--- src/rtl/mod53_inv_const_mul_seq.sv ---
// mod53_inv_const_mul_seq
//
// Computes z = (x * C_INV) mod 53 with a serial MSB-first double-and-add over
// the six bits of C_INV. With the default C_INV = 30 (the inverse of 23 mod 53)
// this undoes the forward residue mapping r -> (r*23) mod 53.
//
// Handshake (both sides): a transfer happens on a rising clk edge where
// valid and ready are both high. Input: x is taken on an edge with
// in_valid & in_ready; in_ready is high only in IDLE. Output: z/range_err
// are valid while out_valid is high (DONE) and stay stable until an edge
// with out_ready high, which returns the block to IDLE. No output depends
// combinationally on in_valid or out_ready.
//
// Ports:
//   clk        rising-edge clock
//   rst_n      asynchronous active-low reset
//   in_valid   input residue valid
//   in_ready   block can accept input (state == IDLE)
//   x [5:0]    input residue; 53..63 are out of range and reduced by 53
//   out_valid  result valid (state == DONE)
//   out_ready  downstream accepts result
//   z [5:0]    result residue, always 0..52
//   range_err  accepted x was >= 53; qualified by out_valid
//   busy       high in CALC or DONE
//   dbg_state  current FSM state, for observation only
module mod53_inv_const_mul_seq #(
  // Constant multiplier, must be in 0..52.
  parameter int unsigned C_INV = 30
) (
  input  logic       clk,
  input  logic       rst_n,
  input  logic       in_valid,
  output logic       in_ready,
  input  logic [5:0] x,
  output logic       out_valid,
  input  logic       out_ready,
  output logic [5:0] z,
  output logic       range_err,
  output logic       busy,
  output logic [1:0] dbg_state
);

  typedef enum logic [1:0] {
    IDLE = 2'd0,
    CALC = 2'd1,
    DONE = 2'd2
  } state_t;

  // Widened so any 3-bit counter value is a legal bit index.
  localparam logic [7:0] C_EXT = 8'(C_INV);
  localparam logic [6:0] MOD7  = 7'd53;
  localparam logic [5:0] MOD6  = 6'd53;

  state_t     state, state_next;
  logic [5:0] acc, acc_next;
  logic [5:0] xr, xr_next;
  logic [2:0] cnt, cnt_next;
  logic [5:0] z_next;
  logic       err_next;
  logic [6:0] t, u;

  always_ff @(posedge clk or negedge rst_n) begin
    if (!rst_n) begin
      state     <= IDLE;
      acc       <= '0;
      xr        <= '0;
      cnt       <= '0;
      z         <= '0;
      range_err <= 1'b0;
    end else begin
      state     <= state_next;
      acc       <= acc_next;
      xr        <= xr_next;
      cnt       <= cnt_next;
      z         <= z_next;
      range_err <= err_next;
    end
  end

  always_comb begin
    state_next = state;
    acc_next   = acc;
    xr_next    = xr;
    cnt_next   = cnt;
    z_next     = z;
    err_next   = range_err;
    t          = '0;
    u          = '0;

    case (state)
      IDLE: begin
        if (in_valid) begin
          // x is at most 63, so one conditional subtract gives 0..52.
          xr_next    = (x >= MOD6) ? x - MOD6 : x;
          err_next   = (x >= MOD6);
          acc_next   = '0;
          cnt_next   = 3'd5;
          state_next = CALC;
        end
      end

      CALC: begin
        // acc and xr are both < 53, so 7 bits hold 2*acc and t + xr.
        t = {acc, 1'b0};
        if (t >= MOD7) t = t - MOD7;
        u = t;
        if (C_EXT[cnt]) begin
          u = t + {1'b0, xr};
          if (u >= MOD7) u = u - MOD7;
        end
        acc_next = u[5:0];
        if (cnt == 3'd0) begin
          z_next     = u[5:0];
          state_next = DONE;
        end else begin
          cnt_next = cnt - 3'd1;
        end
      end

      DONE: begin
        if (out_ready) state_next = IDLE;
      end

      default: state_next = IDLE;
    endcase
  end

  assign in_ready  = (state == IDLE);
  assign out_valid = (state == DONE);
  assign busy      = (state != IDLE);
  assign dbg_state = state;

endmodule
--- config.mk ---
export PLATFORM = sky130hd
export DESIGN_NAME = mod53_inv_const_mul_seq
export DESIGN_NICKNAME = d
export VERILOG_FILES = /design/src/rtl/mod53_inv_const_mul_seq.sv
export SDC_FILE = /design/constraint.sdc
export NUM_CORES = 1
export LEC_CHECK = 0
export CORE_AREA = 2 2 71 60
export CTS_CLUSTER_DIAMETER = 100
export DETAILED_ROUTE_END_ITERATION = 16
export DIE_AREA = 0 0 73 62
export PLACE_DENSITY = 0.71
export SLEW_MARGIN = 20
export SYNTH_ARGS = -nofsm -noshare
export SYNTH_HDL_FRONTEND = slang
export SYNTH_SLANG_ARGS = --single-unit
export TNS_END_PERCENT = 1
--- constraint.sdc ---
create_clock -name clk -period 4.1 [get_ports clk]
set_input_delay 0.82 -clock clk [delete_from_list [all_inputs] [get_ports clk]]
set_output_delay 0.82 -clock clk [all_outputs]
set_load 0.01 [all_outputs]
After elaboration in Yosys (flattened, before gate mapping)

Memories as Yosys holds them, arrays and structs flattened.
Index checks and enable logic that the tools add are counted.

$add $sub $neg: 5
Multiply operators: 0
Div/mod/pow operators: 0
Magnitude comparators: 4
Eq/ne operators: 6
Shift-type cells: 0
Muxes and demuxes: 15
Bitwise operators: 0
Reductions and logical operators: 9

Operators by type and width:

| kind                                                               | count |
|---|---|
| 2-to-1 mux 6 bit                                                   | 4 |
| greater-or-equal comparator 7 x 6 -> 1 bit (second input constant) | 2 |
| 2-to-1 mux 7 bit                                                   | 2 |
| case mux 6 bit (2 select lines)                                    | 1 |
| subtractor 6 bit (second input constant)                           | 2 |
| adder 7 x 6 -> 7 bit                                               | 1 |
| subtractor 7 x 6 -> 7 bit (second input constant)                  | 1 |
| greater-or-equal comparator 6 bit (second input constant)          | 1 |
| 2-to-1 mux 2 bit                                                   | 3 |
| 2-to-1 mux 3 bit                                                   | 2 |
| != test 2 bit (second input constant)                              | 3 |
| case mux 2 bit (3 select lines)                                    | 1 |
| case mux 3 bit (2 select lines)                                    | 1 |
| AND reduction 2 bit                                                | 3 |
| AND reduction 3 bit                                                | 2 |
| < comparator 3 x 4 -> 1 bit (second input constant)                | 1 |
| nonzero test 2 bit                                                 | 2 |
| zero test 3 bit                                                    | 1 |
| subtractor 3 x 1 -> 3 bit (second input constant)                  | 1 |
| equality test 2 x 1 -> 1 bit (second input constant)               | 1 |
| equality test 2 bit (second input constant)                        | 1 |
| zero test 2 bit                                                    | 1 |
| != test 2 x 1 -> 1 bit (second input constant)                     | 1 |
| 2-to-1 mux 1 bit                                                   | 1 |

Bits in registers: 24
Latch bits: 0
RAM bits: 0
Memory bits (read-only): 8
Input port bits: 10
Word-level logic and storage cells: 46
Memories: 1

Memory list:

| name             | words | width | read ports | clocked after memory_dff | wr ports | line | RTL |
|---|---|---|---|---|---|---|---|
| (name not given) | 8     | 1     | 1          | 0                        | 0        | 107  | `if (C_EXT[cnt]) begin` |

Depth between registers and ports, before layout

Gate-level depths: netlist of the first run.

Depth in word-level cells: 8
Gate-level depth with buffers: 15

Least setup slack after synthesis of the first run

OpenSTA, ideal clock, no wires.

Kind: register -> register
Start: register acc[0]
End: register z[1]
Library setup time: 0.120 ns
Arrival: 3.718 ns
Required time: 3.980 ns
Path slack: 0.262 ns
Cell stages (with the launch flop): 15
Path through: dfrtp_1 ha_1 or2_2 a31oi_1 inv_1 ha_1 fa_1 inv_1 ha_1 inv_1 a2111oi_2 o22ai_1 o311ai_4 mux2_4 a41o_1

Longest elaborated chain between the ends: 7
Elaborated cells on any way between the ends: 9
Classes of those cells: add/sub (3); order compare (2); mux (4)

Ends and longest elaborated chain:

| element                                                                                        | line | RTL |
|---|---|---|
| start, declared                                                                                | 55   | `logic [5:0] acc, acc_next;` |
| start signal, assigned                                                                         | 72   | `acc <= acc_next;` |
| subtractor 7 x 6 -> 7 bit / greater-or-equal comparator 7 x 6 -> 1 bit (equally long branches) | 105  | `if (t >= MOD7) t = t - MOD7;` |
| 2-to-1 mux 7 bit *                                                                             | 105  |  |
| 2-to-1 mux 7 bit *                                                                             | 90   | `case (state)` |
| adder 7 x 6 -> 7 bit                                                                           | 108  | `u = t + {1'b0, xr};` |
| subtractor 6 bit / greater-or-equal comparator 7 x 6 -> 1 bit (equally long branches)          | 109  | `if (u >= MOD7) u = u - MOD7;` |
| 2-to-1 mux 6 bit                                                                               | 109  |  |
| 2-to-1 mux 6 bit *                                                                             | 107  |  |
| end signal, assigned                                                                           | 75   | `z <= z_next;` |
| end, declared                                                                                  | 37   | `output logic [5:0] z,` |

Every way passes the cells marked *; elsewhere a longest branch is shown, timed or not. The select of a mux whose other input is x is not followed.
A chain may end at the register's enable or synchronous reset.

Worst setup path after layout of the first run

Same ends and word-level chain as after synthesis.

==> impl_metrics.ini, run 1 <==
[hold_path]
min_path_type = reg2reg
min_path_cells = 1
hold_path_end = cnt[0]
hold_start = cnt[0]

[flow_run]
cap_violations = 0

[timing]
finalSetupViolations = 0
clock_skew_ns = 0.007238
tightest_slew_ns = 0.6746
hold_viol = 0
relSlewSlack_pct = 54.92
drv_slew = 0
fmax_mhz = 252.4
timing.final.crit_share_pct = 96.64
fin_ws_ns = 0.1379
fin_crit_ns = 3.962
whs_ns = 0.4676

[synthesis]
syn-num-nets = 243
ys_seq_elements = 24
synthArstFlopShare_pct = 100.0
synth_cell_types = 53
syn_inst = 216
netlist_area_mm2 = 0.001874
yosysTopAreaCell = dfrtp_1
avgSynthCellArea_um2 = 8.677
synth_edf_count = 0
yosys.area.top_type_share_pct = 32.04
seq_area_frac_synth_pct = 32.04
synth_top_cells_by_area = dfrtp_1 (32%), ha_1 (11%), o21ai_0 (5.9%)
synth_ff_type = dfrtp_1
yosysWarnings = 0

[routing]
drt-wirelength-per-cell_um = 14.48
drc = 0
first_pass_iters = 4
vias_per_cell = 5.606
drt_wl_total_mm = 4.113
drtAntennaViolNets = 0
initialDrtViolationCount = 113
via_count = 1592

[grt]
antenna_found_initial = 0
grt_pass1_vias = 1427
grt_max_degree = 25
grt_pass1_wl_mm = 6.665
grt-ovfl-total = 0
track_usage_pct = 19.17

[critical_path]
worstPathMaxFanout = 5
rr_worst_depth = 14
crit_type = reg2reg
r2r_end = z[1]
rrSetupSlack_ns = 0.14
crit_arrival_ns = 4.12
startpoint_type = flip-flop
cp_data_required_time_ns = 4.26
endpoint_kind = flip-flop
r2r-start = acc[0]

[floorplanning]
die_h_um = 62
io_pins = 22
core_mm2 = 0.003915
start_util_pct = 47.87
die_area_mm2 = 0.004526
rows = 21
fp.dieW_um = 73

[cells_and_area]
drive_gt1_share_pct = 12.18
syn_to_final_growth_pct = 20.43
nNetsFinal = 266
final_cell_area_mm2 = 0.002257
n_antenna_cell = 0

[place]
place.gp.congestion = 0.8397
portBuffers = 21
detailed_place_hpwl_mm = 3.144
dpl-instance-area_mm2 = 0.002118
pre_cts_ws_ns = 0.07556

[clocking]
postCtsHoldBufs = 0
root_buffer = clkbuf_8
insertion_delay_ns = 0.27
cts_sinks = 24
cts_buffers = 3
clk_pin_slew_worst_paths_ns = 0.10
cts_tree = built
cts_buffer_depth = 2
htree_num_levels = 1

[outcome]
outcome = complete, no violations
metal layers:
layer  vias to the layer above  GRT usage, %  share of wire (%)
met3                         2         4.194                3.5
li1                        814             -                  -
met1                       751         27.79                 52
met4                         0         4.497               0.34
met5                         -             0                  0
met2                        25         29.47                 45
repair_timing:
| item | CTS | global route |
|---|---|---|
| resized for setup | 0 | 6 |
| endpoints found under the setup margin | 0 | 7 |
| buffers inserted | 0 | 2 |
worst max path at each step:
stage                      start  endpoint  cells past startpoint
after floorplan           acc[0]      z[1]                     14
after global placement    acc[0]      z[1]                     14
after detailed placement  acc[0]      z[1]                     14
after CTS                 acc[0]      z[1]                     14
after global routing      acc[0]      z[1]                     14
final                     acc[0]      z[1]                     14
registers in the layout, indices dropped and copies added (netlist names):
register,cells
z,6
cnt,3
dbg_state,2
acc,6
xr,6
range_err,1
cell families (layout without fill, tap and decap cells):
family	after synthesis	in the layout	share of synthesized area [%]
AO/OA/AOI/OAI	62	62	23.23
XOR/XNOR	9	9	5.007
adder cells (fa/ha/maj)	17	17	11.75
buffers and inverters	20	42	4.673
flip-flops	24	24	32.04
multiplexers	4	4	2.470
AND/OR/NAND/NOR	80	80	20.83
final cells by class:
cell class | count | area, µm²
Clock buffer | 3 | 41.29
Clock inverter | 1 | 30.03
Fill cell | 354 | 1658
Inverter | 13 | 48.80
Multi-Input combinational cell | 172 | 1239
Sequential cell | 24 | 600.6
Tap cell | 46 | 57.56
Timing Repair Buffer | 25 | 240.2
synth_stat cells, types with 2 or more instances:
master and count:
or3_1 2, o21a_1 4, inv_1 13, and3_1 2, nor2_1 18, ha_1 16, nor3_1 4, nand3_1 11
xnor2_1 4, a21oi_2 2, o21ai_1 2, buf_4 2, mux2i_1 2, nand2b_1 5, nand2_1 24, a21oi_1 13
or2_2 2, nor2b_1 3, nand4_1 2, clkbuf_1 4, dfrtp_1 24, a31oi_1 3, xor2_1 3, o21ai_0 22
worst max-delay path, stage by stage (launching register included):
cell	delay (ns)
dfrtp_1	0.43
ha_1	0.25
or2_2	0.32
a31oi_4	0.23
inv_1	0.09
ha_1	0.23
fa_1	0.50
inv_1	0.11
ha_1	0.16
inv_1	0.07
a2111oi_4	0.28
o22ai_2	0.15
o311ai_4	0.44
mux2_4	0.35
a41o_1	0.24
cell usage in the layout (no fill, tap or decap), types with 2 or more instances in the layout:
cell type	instances
nand3_1	11
mux2i_1	2
nand4_1	2
a31oi_4	2
and3_1	2
clkbuf_8	3
clkdlybuf4s50_1	21
o21a_1	4
or3_1	2
nand2_1	24
nand2b_1	5
a21oi_1	13
buf_4	4
nor2_1	18
dfrtp_1	24
o21ai_1	2
xor2_1	2
a21oi_2	2
o21ai_0	22
ha_1	16
nor2b_1	3
or2_2	2
a31oi_1	2
nor3_1	4
xnor2_1	4
inv_1	13
metrics by stage:
step	utilization (%)	TNS, ns	instances
finish	57.65	0	284
global route	57.65	-0.03321	284
CTS	55.93	0	282
detailed placement	54.11	0	278
global placement	54.11	0	278
floorplan	-	0	216
Power of run 1 is not shown: default switching activity piles up to over one toggle a cycle in this logic, so the estimate is an artifact.
==> inputs of run 2 (changes only) <==
- ABC_AREA: unset -> 1
- CORE_AREA: 2 2 71 60 -> 2 2 72 61
- DIE_AREA: 0 0 73 62 -> 0 0 74 63
- PLACE_DENSITY: 0.71 -> 0.7
- TNS_END_PERCENT: 1 -> 5
==> impl_metrics.ini, run 2 <==
[critical_path]
crit_arrival_ns = 3.22
cp_top_family = simple AND/OR/NAND/NOR gates
cpMaxStageDelayCell = fa_1
crit_type = reg2reg
crit_buf_inv = 5
r2r-start = acc[0]
worstPathMaxFanout = 7
rrSetupSlack_ns = 1.03
crit_path_start = acc[0]
r2r_end = acc[2]
slowest_delay_ns = 0.46
cp_common_cell = nand2_1
cp_data_required_time_ns = 4.25
startpoint_type = flip-flop
path_cells = ha_1, inv_1, nand2_1, nand2_1, inv_1, nor2_4, inv_1, ha_1, fa_1, inv_1, ha_1, inv_1, nor2_2, nand3_1, nor2_2, nand2_4, nand3_4, nand2_1, nand2_1, nand2_1, nand3_1, nand2_1
endpoint_kind = flip-flop
rr_worst_depth = 22

[floorplanning]
die_area_mm2 = 0.004662
io_pins = 22
fp.dieW_um = 74
rows = 21
core_mm2 = 0.003968
start_util_pct = 48.88
die_h_um = 63

[synthesis]
avgSynthCellArea_um2 = 6.976
ys_seq_elements = 24
synth_top_cells_by_area = dfrtp_1 (31%), nand2_1 (17%), ha_1 (10%)
synthArstFlopShare_pct = 100.0
netlist_area_mm2 = 0.001939
syn_inst = 278
yosysTopAreaCell = dfrtp_1
synth_ff_type = dfrtp_1
synth_cell_types = 27
syn-num-nets = 305
ys_top_cells_by_count = nand2_1 (89), inv_1 (41), nand3_1 (27)
seq_area_frac_synth_pct = 30.97
synth.most_common_cell = nand2_1
yosys.area.top_type_share_pct = 30.97
yosysWarnings = 0
synth_edf_count = 0

[cells_and_area]
nFillCells = 368
drive_gt1_share_pct = 8.609
n_antenna_cell = 0
seq_area_um2 = 600.6
syn_to_final_growth_pct = 16.71
layout_commonest_cell = nand2_1
nNetsFinal = 330
multiInputGateArea_mm2 = 0.001166
top_regs = acc (6), xr (6), z (6)
utilization_pct = 57.05
mostFrequentLayoutCells = nand2_1 (89), inv_1 (41), nand3_1 (27)

[timing]
finalSetupViolations = 0
hold_viol = 0
tightest_slew_ns = 0.5774
drv_slew = 0
fin_crit_ns = 3.070
whs_ns = 0.4865
fmax_mhz = 325.7
timing.final.crit_share_pct = 74.88
relSlewSlack_pct = 61.51
rsz0062_at_grt = no
clock_skew_ns = 0.006791
fin_ws_ns = 1.030
tns_ns = 0

[clocking]
cts_buffers = 3
cts.repair.resized = 0
htree_num_levels = 1
cts_tree = built
clk_pin_slew_worst_paths_ns = 0.08
cts_sinks = 24
insertion_delay_ns = 0.26
root_buffer = clkbuf_8
postCtsHoldBufs = 0
cts_buffer_depth = 2
post_cts_buffers = 0

[grt]
grt_pass1_vias = 1593
track_usage_pct = 19.92
grt_pass1_wl_mm = 7.348
grt-ovfl-total = 0
grt_max_degree = 25
antenna_found_initial = 0

[hold_path]
hold_path_end = z[5]
min_path_cells = 2
min_path_type = reg2reg
hold_start = z[5]

[routing]
via_count = 1758
vias_per_cell = 4.897
first_pass_iters = 4
drc = 0
drt_wl_total_mm = 4.133
drt-wirelength-per-cell_um = 11.51
initialDrtViolationCount = 94
drtAntennaViolNets = 0

[place]
place.gp.congestion = 0.9055
portBuffers = 21
pre_cts_ws_ns = 1.027
detailed_place_hpwl_mm = 3.384

[outcome]
outcome = complete, no violations

[flow_run]
cap_violations = 0
-- run 2: tightest hold or removal path, delay by kind of cell, from the launching register on --
family	cells	cell delay [ns]
DFF	1	0.35
and+or+nand+nor	2	0.11
-- run 2: area by class of cell --
type                    count  area share (%)
repair buffers             21           9.066
inverters                  44           7.297
well taps                  57           3.151
clock buffers               4           2.432
flip-flops and latches     24           26.53
multi-input cells         209           51.52
-- run 2: worst max path at each step --
| stage | depth (start not counted) | slack [ns] | to |
|---|---|---|---|
| after floorplan | 22 | 1.27 | z[2] |
| final | 22 | 1.03 | acc[2] |
| after detailed placement | 22 | 1.03 | acc[2] |
| after global placement | 22 | 1.04 | z[2] |
| after global routing | 25 | 0.62 | z[4] |
| after CTS | 22 | 1.00 | acc[2] |
-- run 2: cell families after synthesis --
family | count (synthesis) | share of synthesized area (%)
buffers and inverters | 45 | 8.903
flip-flops | 24 | 30.97
AO/OA/AOI/OAI | 22 | 6.388
adder cells (fa/ha/maj) | 17 | 11.35
XOR/XNOR | 6 | 2.710
AND/OR/NAND/NOR | 164 | 39.68
-- run 2: metal layers --
layer / global-route usage (%) / vias up / part of all wire (%)
met4: 2.727 / 0 / 0.19
met3: 3.387 / 2 / 6.4
met1: 31.11 / 781 / 51
met2: 29.24 / 42 / 42
met5: 0 / - / 0
li1: - / 933 / -
-- run 2: per-stage QoR --
step           area, µm²  cells
6_report            2263    359
3_3_place_gp        2213    355
5_1_grt             2263    359
4_1_cts             2268    359
2_1_floorplan       1939    278
3_5_place_dp        2213    355
Power of run 2 is left out for the same reason.
==> RTL change, RTL diff (config.mk and constraints of run 1) <==
Put one more register stage on the output `dbg_state`. The value now appears one clock later. The other outputs are not delayed to match.
--- a/src/rtl/mod53_inv_const_mul_seq.sv
+++ b/src/rtl/mod53_inv_const_mul_seq.sv
@@ -128,6 +128,8 @@
   assign in_ready  = (state == IDLE);
   assign out_valid = (state == DONE);
   assign busy      = (state != IDLE);
-  assign dbg_state = state;
+  always_ff @(posedge clk) begin
+    dbg_state <= state;
+  end
 
 endmodule
Function: changed (Yosys sat finds a counterexample within 4 cycles, from zero or initial values and one cycle with rst_n low).
==> RTL change against run 1 <==
- wire length down 5.0%
- sequential cell count up 2
- die area unchanged
- largest cell class unchanged
- core utilization down 1.3 points
- first-iteration DRC count down 28%
- global-route usage down 0.57 points
- area after synthesis down 0.67%
- critical endpoint is now acc[1]$_DFFE_PN0P_
- final area down 2.2%
- worst setup slack better by 0.068 ns
- non-clock buffer count down 1
- hold slack better by 0.021 ns
- sequential share of layout area up 2.4 points
Power is not shown: default switching activity piles up to over one toggle a cycle in this logic, so the estimate is an artifact.
==> RTL change: results (changes against run 1) <==
yosys:
  synth.area.top_cells: "dfrtp_1, ha_1, nand2_1"
  synth_seq_cells: 26  # +8.3%
  ys_async_sr_fraction_pct: 92.3  # -7.7 points
  ys.warnings.count: 0  # unchanged
  syn_nets: 239  # -1.6%
  yosysUniqueCellTypes: 56  # +5.7%
  synth.yosys.seq_area_share_pct: 34.4  # +2.4 points
  synthTopCellsByCount: "nand2_1, dfrtp_1, nor2_1"
  syn_inst: 212  # -1.9%
worst_setup_path:
  rr_worst_depth: 13  # -1
  crit_path_end: "acc[1]$_DFFE_PN0P_"
  path_max_fanout: 7  # +2
  slowest_stage: "dfrtp_1"
  critPathArrivalTime_ns: 4.03  # -0.09 ns
  rrSetupSlack_ns: 0.21  # +0.07 ns
  slowest_delay_ns: 0.44  # -0.06 ns
global_routing:
  track_usage_pct: 18.6  # -0.57 points
  grt_first_pass_wirelength_um: 6440  # -3.3%
  grt_pass1_vias: 1352  # -5.3%
timing:
  fin_skew_ns: 0.00336  # -0.00388 ns
  worst_pin_slew_ns: 0.564  # -0.110 ns
  fin_crit_ns: 3.89  # -0.0678 ns
  hold_slack_ns: 0.488  # +0.0208 ns
layout:
  inverters: 15  # +2
  final-nonclk-buf-share_pct: 10.5  # -0.099 points
  layout-drive-gt1-share_pct: 11.0  # -1.2 points
  clkCellAreaFrac_pct: 3.23  # +0.072 points
  final_net_count: 264  # -0.75%
  fill_cells: 344  # -2.8%
  stdcell_area_um2: 2210  # -2.2%
  seq_area_um2: 641  # +6.7%
  buffers: 24  # -4.0%
  post-route-util_pct: 56.4  # -1.3 points
  multiInputGateArea_um2: 1150  # -7.3%
  multi_input_gates: 167  # -2.9%
  stdcell_count: 282  # -0.70%
clock_tree:
  cts_resized: 0  # unchanged
  cts-root-buf: "clkbuf_8"
route:
  dr.first_iter.drc_count: 81  # -28%
  viasPerCell: 5.44  # -2.9%
  routed_wl_um: 3910  # -5.0%
  first_pass_iters: 4  # unchanged
place:
  dp_hpwl_um: 3000  # -4.5%
  dp_slack_ns: 0.223  # +0.147 ns
  dpl_cell_area_um2: 2130  # +0.47%
  place_congestion: 0.858  # +2.1%
min_path:
  min_to: "z[4]$_DFFE_PN0P_"
  hp-start: "z[4]$_DFFE_PN0P_"
  hold_path_depth: 2  # +1
run_status:
  outcome: "finished clean"
-- RTL change: cell count changes after synthesis, moves of 3 or more --
cell,before,now
nor3_1,4,8
mux2i_1,2,5
o21ai_2,0,3
nand3_1,11,3
o21ai_0,22,14
clkbuf_1,4,1
nand2_1,24,30
-- RTL change: routing by layer --
layer | part of all wire [%] | global-route usage (%) | vias up
li1 | - | - | 805
met1 | 55 | 28.0 | 700
met2 | 40 | 26.5 | 21
met3 | 2.6 | 3.55 | 9
met4 | 2.0 | 6.61 | 0
met5 | 0 | 0 | -
-- RTL change: cells by family (layout without fill, tap and decap cells) --
family                     count (synthesis)  count (layout)  share of synthesized area [%]
and+or+nand+nor                           77              77                           19.8
AOI/OAI and AO/OA                         57              57                           21.5
DFF                                       26              26                           34.4
buffers and inverters                     19              43                           4.30
adders and majority gates                 17              17                           11.8
xor gates and xnor gates                   9               9                           4.23
muxes                                      7               7                           3.90
